--- src/rtl/imem_pkg.sv ---
// Shared types and constants for the instruction-memory loader.
package imem_pkg;

  typedef enum logic [2:0] {
    IDLE,
    HDR_LO,
    HDR_HI,
    DATA,
    CSUM,
    DONE,
    ERROR
  } loader_state_e;

  localparam int unsigned IMEM_W_DEF = 13;
  localparam int unsigned IMEM_WORDS = 2 ** (IMEM_W_DEF - 2);
  localparam int unsigned CNT_W      = 16;

  function automatic logic [31:0] word_addr_to_byte(input logic [29:0] word_ptr);
    return {word_ptr, 2'b00};
  endfunction

endpackage

--- src/rtl/loader_word_asm.sv ---
// Little-endian 4-byte word assembler with byte counter and running XOR of
// every byte taken; word_valid_o pulses for one cycle with the completed word.
module loader_word_asm (
  input  logic        clk_i,
  input  logic        rst_ni,
  input  logic        clr_i,
  input  logic        byte_valid_i,
  input  logic [7:0]  byte_i,
  output logic        last_byte_o,
  output logic        word_valid_o,
  output logic [31:0] word_o,
  output logic [7:0]  csum_o
);

  logic [1:0]  cnt_q,   cnt_d;
  logic [23:0] sh_q,    sh_d;
  logic [31:0] word_q,  word_d;
  logic        wv_q,    wv_d;
  logic [7:0]  csum_q,  csum_d;

  always_comb begin
    cnt_d  = cnt_q;
    sh_d   = sh_q;
    word_d = word_q;
    csum_d = csum_q;
    wv_d   = 1'b0;
    if (clr_i) begin
      cnt_d  = '0;
      sh_d   = '0;
      csum_d = '0;
    end else if (byte_valid_i) begin
      cnt_d  = cnt_q + 2'd1;
      sh_d   = {byte_i, sh_q[23:8]};
      csum_d = csum_q ^ byte_i;
      if (cnt_q == 2'd3) begin
        wv_d   = 1'b1;
        word_d = {byte_i, sh_q};
      end
    end
  end

  always_ff @(posedge clk_i or negedge rst_ni) begin
    if (!rst_ni) begin
      cnt_q  <= '0;
      sh_q   <= '0;
      word_q <= '0;
      csum_q <= '0;
      wv_q   <= 1'b0;
    end else begin
      cnt_q  <= cnt_d;
      sh_q   <= sh_d;
      word_q <= word_d;
      csum_q <= csum_d;
      wv_q   <= wv_d;
    end
  end

  assign last_byte_o  = (cnt_q == 2'd3);
  assign word_valid_o = wv_q;
  assign word_o       = word_q;
  assign csum_o       = csum_q;

endmodule

--- src/rtl/imem_loader.sv ---
// Framed byte-stream loader for the instruction memory; holds the core in
// reset until a complete, checksum-verified image has been written.
module imem_loader
  import imem_pkg::*;
#(
  parameter int unsigned IMEM_W = IMEM_W_DEF
) (
  input  logic              clk_i,
  input  logic              rst_ni,
  input  logic              start_i,
  input  logic              s_valid_i,
  input  logic [7:0]        s_data_i,
  output logic              s_ready_o,
  output logic              wen_o,
  output logic [IMEM_W-1:0] waddr_o,
  output logic [31:0]       wdata_o,
  output logic              cpu_rst_no,
  output logic              busy_o,
  output logic              done_o,
  output logic              err_o
);

  localparam int unsigned       PTR_W = IMEM_W - 2;
  localparam logic [CNT_W-1:0]  MAX_N = CNT_W'(2 ** PTR_W);

  loader_state_e     state_q, state_d;
  logic [CNT_W-1:0]  cnt_q,   cnt_d;
  logic [PTR_W-1:0]  ptr_q,   ptr_d;
  logic [IMEM_W-1:0] waddr_q, waddr_d;
  logic              rdy_q,   rdy_d;
  logic              busy_q,  busy_d;
  logic              done_q,  done_d;
  logic              err_q,   err_d;
  logic              crst_q,  crst_d;

  logic              accept;
  logic              asm_clr;
  logic              asm_byte;
  logic              asm_last;
  logic              asm_wv;
  logic [31:0]       asm_word;
  logic [7:0]        asm_csum;
  logic [CNT_W-1:0]  n_full;

  assign accept   = s_valid_i & rdy_q;
  assign asm_clr  = start_i & (state_q inside {IDLE, DONE, ERROR});
  assign asm_byte = accept & (state_q == DATA);
  assign n_full   = {s_data_i, cnt_q[7:0]};

  loader_word_asm u_asm (
    .clk_i        (clk_i),
    .rst_ni       (rst_ni),
    .clr_i        (asm_clr),
    .byte_valid_i (asm_byte),
    .byte_i       (s_data_i),
    .last_byte_o  (asm_last),
    .word_valid_o (asm_wv),
    .word_o       (asm_word),
    .csum_o       (asm_csum)
  );

  always_comb begin
    state_d = state_q;
    cnt_d   = cnt_q;
    ptr_d   = ptr_q;
    if (asm_wv) ptr_d = ptr_q + 1'b1;

    case (state_q)
      IDLE, DONE, ERROR: begin
        if (start_i) begin
          state_d = HDR_LO;
          cnt_d   = '0;
          ptr_d   = '0;
        end
      end
      HDR_LO: begin
        if (accept) begin
          cnt_d   = {cnt_q[15:8], s_data_i};
          state_d = HDR_HI;
        end
      end
      HDR_HI: begin
        if (accept) begin
          cnt_d = n_full;
          if (n_full > MAX_N)      state_d = ERROR;
          else if (n_full == '0)   state_d = CSUM;
          else                     state_d = DATA;
        end
      end
      DATA: begin
        // Leave on the final byte so the checksum byte can follow during the write cycle.
        if (asm_byte && asm_last && (CNT_W'(ptr_q) == cnt_q - 16'd1)) state_d = CSUM;
      end
      CSUM: begin
        if (accept) state_d = (s_data_i == asm_csum) ? DONE : ERROR;
      end
      default: state_d = IDLE;
    endcase

    rdy_d   = state_d inside {HDR_LO, HDR_HI, DATA, CSUM};
    busy_d  = rdy_d;
    done_d  = (state_d == DONE);
    err_d   = (state_d == ERROR);
    crst_d  = done_d;
    waddr_d = IMEM_W'(word_addr_to_byte(30'(ptr_d)));
  end

  always_ff @(posedge clk_i or negedge rst_ni) begin
    if (!rst_ni) begin
      state_q <= IDLE;
      cnt_q   <= '0;
      ptr_q   <= '0;
      waddr_q <= '0;
      rdy_q   <= 1'b0;
      busy_q  <= 1'b0;
      done_q  <= 1'b0;
      err_q   <= 1'b0;
      crst_q  <= 1'b0;
    end else begin
      state_q <= state_d;
      cnt_q   <= cnt_d;
      ptr_q   <= ptr_d;
      waddr_q <= waddr_d;
      rdy_q   <= rdy_d;
      busy_q  <= busy_d;
      done_q  <= done_d;
      err_q   <= err_d;
      crst_q  <= crst_d;
    end
  end

  assign s_ready_o  = rdy_q;
  assign wen_o      = asm_wv;
  assign wdata_o    = asm_word;
  assign waddr_o    = waddr_q;
  assign cpu_rst_no = crst_q;
  assign busy_o     = busy_q;
  assign done_o     = done_q;
  assign err_o      = err_q;

endmodule

--- config.mk ---
export PLATFORM = sky130hd
export DESIGN_NAME = imem_loader
export DESIGN_NICKNAME = d
export VERILOG_FILES = /design/src/rtl/imem_pkg.sv /design/src/rtl/loader_word_asm.sv /design/src/rtl/imem_loader.sv
export SDC_FILE = /design/constraint.sdc
export NUM_CORES = 1
export LEC_CHECK = 0
export CORE_ASPECT_RATIO = 0.5
export CORE_UTILIZATION = 40
export DETAILED_ROUTE_END_ITERATION = 6
export SLEW_MARGIN = 20
export SYNTH_ARGS = -nofsm -noshare
export SYNTH_HDL_FRONTEND = slang
export SYNTH_SLANG_ARGS = --single-unit
--- constraint.sdc ---
create_clock -name clk_i -period 3.9 [get_ports clk_i]
set_input_delay 0.975 -clock clk_i [delete_from_list [all_inputs] [get_ports clk_i]]
set_output_delay 0.975 -clock clk_i [all_outputs]
set_load 0.02 [all_outputs]
==> flow_summary.yaml, run 1 <==
status:
  outcome: "complete, no violations"
global_routing:
  overflow: 0
  grt_first_pass_wirelength_mm: 17.80
  first_global_vias: 3255
  grt_antenna_before_repair: 0
  grt_start_max_net_pins: 61
  aggregate_global_route_resource_usage_pct: 18.94
pwr:
  seq_power_share_pct: 38.1
  power.switching_fraction_pct: 38.88
  power_mw: 3.955
  share_of_power_burned_in_combinational_logic_pct: 38.3
  vdd.ir_drop.worst_uv: 315.3
  power.static_leakage_nw: 2.616
  internal_power_mw: 2.417
  powerDensity_nw_per_um2: 681.2
  netSwitchingPower_mw: 1.538
  power.share.clock_pct: 23.5
synthesis:
  synthCells: 481
  main_combinational_cell_family_by_area_after_synthesis: "simple AND/OR/NAND/NOR gates"
  synth_warnings: 0
  syn_area_um2: 4805
  synth_top_flop_cell: "sky130_fd_sc_hd__dfrtp_1"
  synth.area.mux_share_pct: 8.542
  synth-compound-area-share_pct: 8.906
  synthDistinctLibCells: 49
  ys_ff_latch: 100
  synth_area_per_cell_um2: 9.989
  synth_top_cells_by_count: "sky130_fd_sc_hd__dfrtp_1, sky130_fd_sc_hd__nand2_1, sky130_fd_sc_hd__o21ai_0, sky130_fd_sc_hd__mux2_2, sky130_fd_sc_hd__nor2_1"
  yosysSeqAreaShare_pct: 52.08
  post-synth-top-area-fraction_pct: 52.08
  synth-simple-area-share_pct: 18.23
  synth-adder-area-share_pct: 0.7813
  synthMostInstantiatedCell: "sky130_fd_sc_hd__dfrtp_1"
  largest_area_contributor_in_the_netlist: "sky130_fd_sc_hd__dfrtp_1"
  ys_top_cells_by_area: "sky130_fd_sc_hd__dfrtp_1, sky130_fd_sc_hd__mux2_2, sky130_fd_sc_hd__nand2_1, sky130_fd_sc_hd__o21ai_0, sky130_fd_sc_hd__xor2_1"
  ys_async_rst_share_pct: 100.0
  synth-edff-count: 0
  synth_xor_area_share_pct: 6.536
clocking:
  cts_hold_buf: 0
  postCtsSetupBuffers: 0
  clock_tree.root_cell: "sky130_fd_sc_hd__clkbuf_16"
  clk_latency_ns: 0.35
  numCtsBuffers: 9
  cts_buffer_depth: 2
  cts.sinks: 100
  cts.clk_slew.worst_paths_ns: 0.07
  tritoncts_clock_tree: "yes"
  h-tree-depth: 3
  post_cts_resize_count: 0
timing:
  worst_slew_margin_rel_pct: 48.30
  timing.fmax_mhz: 342.7
  rsz0062_at_grt: "no"
  finalHoldViolations: 0
  totalNegativeSetupSlack_ns: 0
  clock-skew-final_ns: 0.006425
  final-max-slew-violation-count: 0
  worst-slew-pin-transition_ns: 0.7755
  clock_period_minus_worst_slack_ns: 2.918
  setup_viol: 0
  hold_slack_ns: 0.5055
  finalCritPeriodShare_pct: 74.82
setup_path:
  worst_ep_arrival_time_ns: 3.18
  cp_common_cell: "sky130_fd_sc_hd__or4_1"
  critical_path.cell_chain: "clkdlybuf4s50_1 -> or4_1 -> or4_1 -> nand3b_1 -> o31ai_1 -> nand2b_1 -> mux2i_1"
  critical_path.startpoint_type: "input port"
  critical_path_peak_fanout: 7
  critical-path-max-stage-delay_ns: 0.58
  worst-endpoint-required_ns: 4.16
  critical-path-slowest-cell: "sky130_fd_sc_hd__or4_1"
  critPathKind: "input port to flop"
  critical_path.endpoint_type: "flop"
floorplan:
  initial_utilization_pct: 42.33
  placeableCoreArea_um2: 11350
  design.die.area_um2: 12480
  dieWidth_um: 157.0
  die_outline_height_um: 79.50
  i_o_pin_total: 63
  core.rowCount: 27
final_layout:
  layoutNonFillerInstCount: 692
  drive_gt1_share_pct: 13.13
  number_of_inserted_filler_cells_in_the_final_layout: 1057
  post-route-util_pct: 51.15
  antenna-diode-count: 0
  layout-area-overhead-vs-synth_pct: 20.83
  final_net_count: 543
detailed_routing:
  via_per_inst: 5.077
  detail_route.first_pass.iterations: 5
  via_count: 3513
  postRouteWirelength_mm: 10.84
  first_drt_iteration_drcs: 189
  routed_wire_length_per_instance_um: 15.66
  route.antenna.remaining_nets: 0
  drc: 0
placement:
  place.detailed.instances: 676
  place.port_buffers: 60
  gpl.final_weighted_congestion: 0.8772
  dp_hpwl_mm: 7.299
job:
  drv.max_cap_violation_count: 0
worst_hold_path:
  worstHoldPathType: "flop to flop"
## metrics by stage
| stage | setup slack [ns] | cell area [µm²] |
|---|---|---|
| floorplan | 1.350 | 4808 |
| global placement | 0.7221 | 5498 |
| CTS | 0.9918 | 5806 |
| finish | 0.9820 | 5806 |
| detailed placement | 0.6661 | 5498 |
| global route | 0.9032 | 5806 |
## layout make-up
cell class | count | area [µm²] | share of cell area [%]
clock buffers | 9 | 225.2 | 3.879
clock inverters | 7 | 82.58 | 1.422
inverters | 12 | 45.04 | 0.7759
multi-input cells | 335 | 2078 | 35.80
flip-flops and latches | 100 | 2502 | 43.10
well taps | 159 | 198.9 | 3.427
repair buffers | 70 | 673.1 | 11.59
## cell usage in the layout, fill, tap and decap left out, types with 2 or more instances in the layout
master	Yosys	layout
sky130_fd_sc_hd__dfrtp_1	100	100
sky130_fd_sc_hd__nand2_1	83	83
sky130_fd_sc_hd__clkdlybuf4s50_1	0	59
sky130_fd_sc_hd__o21ai_0	56	56
sky130_fd_sc_hd__mux2_2	32	32
sky130_fd_sc_hd__nor2_1	30	30
sky130_fd_sc_hd__xor2_1	20	20
sky130_fd_sc_hd__nand3_1	19	19
sky130_fd_sc_hd__xnor2_1	14	14
sky130_fd_sc_hd__inv_1	12	12
sky130_fd_sc_hd__buf_4	4	11
sky130_fd_sc_hd__a21oi_1	10	10
sky130_fd_sc_hd__clkbuf_16	0	9
sky130_fd_sc_hd__nor3_1	8	8
sky130_fd_sc_hd__nor4_1	5	5
sky130_fd_sc_hd__mux2i_1	5	5
sky130_fd_sc_hd__nand4_1	5	5
sky130_fd_sc_hd__nor3b_1	4	4
sky130_fd_sc_hd__nor2b_1	6	4
sky130_fd_sc_hd__nand3b_1	3	3
sky130_fd_sc_hd__or4_1	3	3
sky130_fd_sc_hd__nand2b_1	3	3
sky130_fd_sc_hd__ha_1	3	3
sky130_fd_sc_hd__o31ai_1	2	2
sky130_fd_sc_hd__o22a_1	2	2
sky130_fd_sc_hd__nor2b_2	0	2
sky130_fd_sc_hd__conb_1	1	2
sky130_fd_sc_hd__inv_8	0	2
## power by group through the flow
stage | logic, mW | registers (mW) | clock network, mW
after floorplan | 1.27 | 1.41 | 0
after global placement | 1.50 | 1.52 | 0
after detailed placement | 1.51 | 1.52 | 0
after CTS | 1.52 | 1.50 | 0.959
after global routing | 1.69 | 1.54 | 1.00
final | 1.52 | 1.51 | 0.931
## kinds of logic after synthesis
| group | count (synthesis) |
|---|---|
| AND/OR/NAND/NOR | 181 |
| flip-flops | 100 |
| AO/OA/AOI/OAI | 77 |
| buffers and inverters | 47 |
| multiplexers | 37 |
| XOR/XNOR | 35 |
| adder cells (fa/ha/maj) | 3 |
| other | 1 |
## registers in the layout, summed over array words and instances (netlist names)
signal and count:
err_o 1, u_asm.csum_o 8, u_asm.sh_q 24, u_asm.word_valid_o 1, waddr_o 11, cnt_q 16, u_asm.cnt_q 2, busy_o 1
u_asm.word_o 32, state_q 3, cpu_rst_no 1
## worst paths after layout
kind	cells past startpoint	from	slack [ns]	to
worst max-delay path	7	s_data_i[5]	0.98	busy_o
worst min-delay path	1	u_asm.cnt_q[0]	0.51	u_asm.cnt_q[0]
worst max register to register	9	cnt_q[0]	1.37	busy_o
worst min register to register	1	u_asm.cnt_q[0]	0.51	u_asm.cnt_q[0]
max in group asynchronous	2	rst_ni	2.46	u_asm.word_o[13]
min in group asynchronous	1	rst_ni	0.68	u_asm.sh_q[21]
## routing by layer
layer | track usage (%) | wire, µm
met2 | 26.67 | 4535
met4 | 5.784 | 164
met3 | 4.886 | 473
met1 | 28.13 | 5664
met5 | 0 | 0
## critical path: cells and delay by family
family                 cells  cell delay, ns
buffers and inverters      1            0.56
and+or+nand+nor            4            1.36
AOI/OAI and AO/OA          1            0.09
muxes                      1            0.19
Power figures use the tool's default switching activity.
==> run 2: changes to the inputs <==
Clock period 3.9 ns to 2.9 ns, I/O delays scaled along.
==> run 2 against run 1 <==
Hold slack got worse by 0.17 ns. Combinational power is 35% higher. Final cell count up 1.3%. Clock skew increased by 0.0016 ns. Design area increased by 1.1%. Critical endpoint is now err_o. Largest cell class unchanged. Largest power group unchanged. Highest routed layer unchanged.
==> flow_summary.yaml, run 2 (same netlist as run 1, synthesis figures left out) <==
timing:
  finalHoldViolations: 0
  setup_viol: 0
  finalCritPeriodShare_pct: 87.62
  timing.fmax_mhz: 393.5
  clock-skew-final_ns: 0.008005
  clock_period_minus_worst_slack_ns: 2.541
  hold_slack_ns: 0.3323
  worst-slew-pin-transition_ns: 0.9596
  totalNegativeSetupSlack_ns: 0
  worst_slew_margin_rel_pct: 35.79
  rsz0062_at_grt: "no"
  final-max-slew-violation-count: 0
floorplan:
  initial_utilization_pct: 42.33
  design.die.area_um2: 12480
  placeableCoreArea_um2: 11350
  i_o_pin_total: 63
  core.rowCount: 27
  die_outline_height_um: 79.50
  dieWidth_um: 157.0
clocking:
  cts.clk_slew.worst_paths_ns: 0.08
  numCtsBuffers: 9
  cts_buffer_depth: 2
  h-tree-depth: 3
  clk_latency_ns: 0.35
  post_cts_resize_count: 0
  postCtsSetupBuffers: 0
  tritoncts_clock_tree: "yes"
  cts.sinks: 100
  cts_hold_buf: 0
  clock_tree.root_cell: "sky130_fd_sc_hd__clkbuf_16"
setup_path:
  critical-path-slowest-cell: "sky130_fd_sc_hd__dfrtp_1"
  worst_ep_arrival_time_ns: 2.77
  crit_buf_inv: 1
  worst-endpoint-required_ns: 3.13
  critical_path_peak_fanout: 6
  reg2reg_setup_slack_ns: 0.36
  setup.worst_path.start: "cnt_q[0]"
  critPathKind: "flop to flop"
  critical_path.endpoint_type: "flop"
  reg2reg_from: "cnt_q[0]"
  cpLargestDelayFamily: "simple AND/OR/NAND/NOR gates"
  reg2regPathDepth: 9
  critical_path.cell_chain: "inv_1 -> ha_1 -> or3b_4 -> nor4_4 -> mux2i_1 -> nor4_1 -> nand4_1 -> a21oi_1 -> nor2b_1"
  critical-path-max-stage-delay_ns: 0.43
  number_of_logic_stages_on_the_critical_path_including_buffering: 9
  critical_path.startpoint_type: "flop"
  reg2reg_to: "err_o"
  setup.worst_path.end: "err_o"
global_routing:
  grt_antenna_before_repair: 0
  globalRouteMet2Util_pct: 27.51
  globalRoute.busiestLayer: "met1"
  first_global_vias: 3447
  groute.layer.met3.usage_pct: 4.615
  grt_first_pass_wirelength_mm: 18.14
  aggregate_global_route_resource_usage_pct: 18.98
  overflow: 0
  grt_start_max_net_pins: 37
  gr-usage-met1_pct: 27.59
final_layout:
  layout_commonest_cell: "sky130_fd_sc_hd__dfrtp_1"
  final_net_count: 552
  final_cell_mix: "sky130_fd_sc_hd__dfrtp_1, sky130_fd_sc_hd__nand2_1, sky130_fd_sc_hd__clkdlybuf4s50_1, sky130_fd_sc_hd__o21ai_0, sky130_fd_sc_hd__mux2_2"
  layout-area-overhead-vs-synth_pct: 22.14
  drive_gt1_share_pct: 14.58
  largest_register_ffs: 32
  antenna-diode-count: 0
  post-route-cell-area_um2: 5868
pwr:
  power_mw: 5.240
  vdd.ir_drop.worst_uv: 357.0
  power.static_leakage_nw: 2.661
  powerDensity_nw_per_um2: 893.0
status:
  outcome: "complete, no violations"
placement:
  dpl-instance-area_um2: 5578
  gpl.final_weighted_congestion: 0.8939
  place.port_buffers: 60
  dp_hpwl_mm: 7.471
detailed_routing:
  detail_route.first_pass.iterations: 5
  via_per_inst: 5.068
  drc: 0
  route.antenna.remaining_nets: 0
  postRouteWirelength_mm: 10.69
  via_count: 3553
  first_drt_iteration_drcs: 176
  routed_wire_length_per_instance_um: 15.24
worst_hold_path:
  worstHoldPathType: "input port to asynchronous set/reset pin"
job:
  drv.max_cap_violation_count: 0
run 2: cell types whose count changed in the layout (fill, tap and decap cells not counted), sizes merged:
cell / previous run / this run
clkinvlp: 1 / 0
inv: 15 / 17
buf: 11 / 20
bufinv: 1 / 0
run 2: worst min-delay path by stage:
stage | from | end | slack (ns) | depth (start not counted)
final | rst_ni | u_asm.word_o[12] | 0.33 | 1
after global placement | u_asm.csum_o[6] | u_asm.csum_o[6] | 0.49 | 1
after floorplan | rst_ni | busy_o | 0.43 | 0
after global routing | rst_ni | u_asm.word_o[11] | 0.36 | 1
after CTS | rst_ni | u_asm.word_o[3] | 0.33 | 1
after detailed placement | u_asm.sh_q[20] | u_asm.sh_q[20] | 0.49 | 2
run 2: area by class of cell:
type / instances / area, µm²
timing repair buffer: 79 / 753.2
inverter: 12 / 45.04
sequential: 100 / 2502
clock buffer: 9 / 225.2
fill: 1024 / 5483
tap: 159 / 198.9
clock inverter: 7 / 65.06
multi-input combinational: 335 / 2078
run 2: power by group:
group,total [mW],internal [mW],switching [mW]
Clock,1.18,0.607,0.577
Combinational,2.05,0.916,1.13
Sequential,2.01,1.66,0.341
run 2: through the flow:
step | setup WS, ns | utilization [%] | std cells
finish | 0.3589 | 51.70 | 701
global route | 0.1733 | 51.70 | 701
CTS | 0.3472 | 51.70 | 701
detailed placement | 0.05112 | 49.14 | 685
global placement | 0.05522 | 49.14 | 685
floorplan | 0.6004 | - | 482
run 2: routing by layer:
layer,vias up,part of all wire [%]
li1,1734,-
met1,1734,51
met2,71,43
met3,14,4.4
met4,0,1.3
met5,-,0
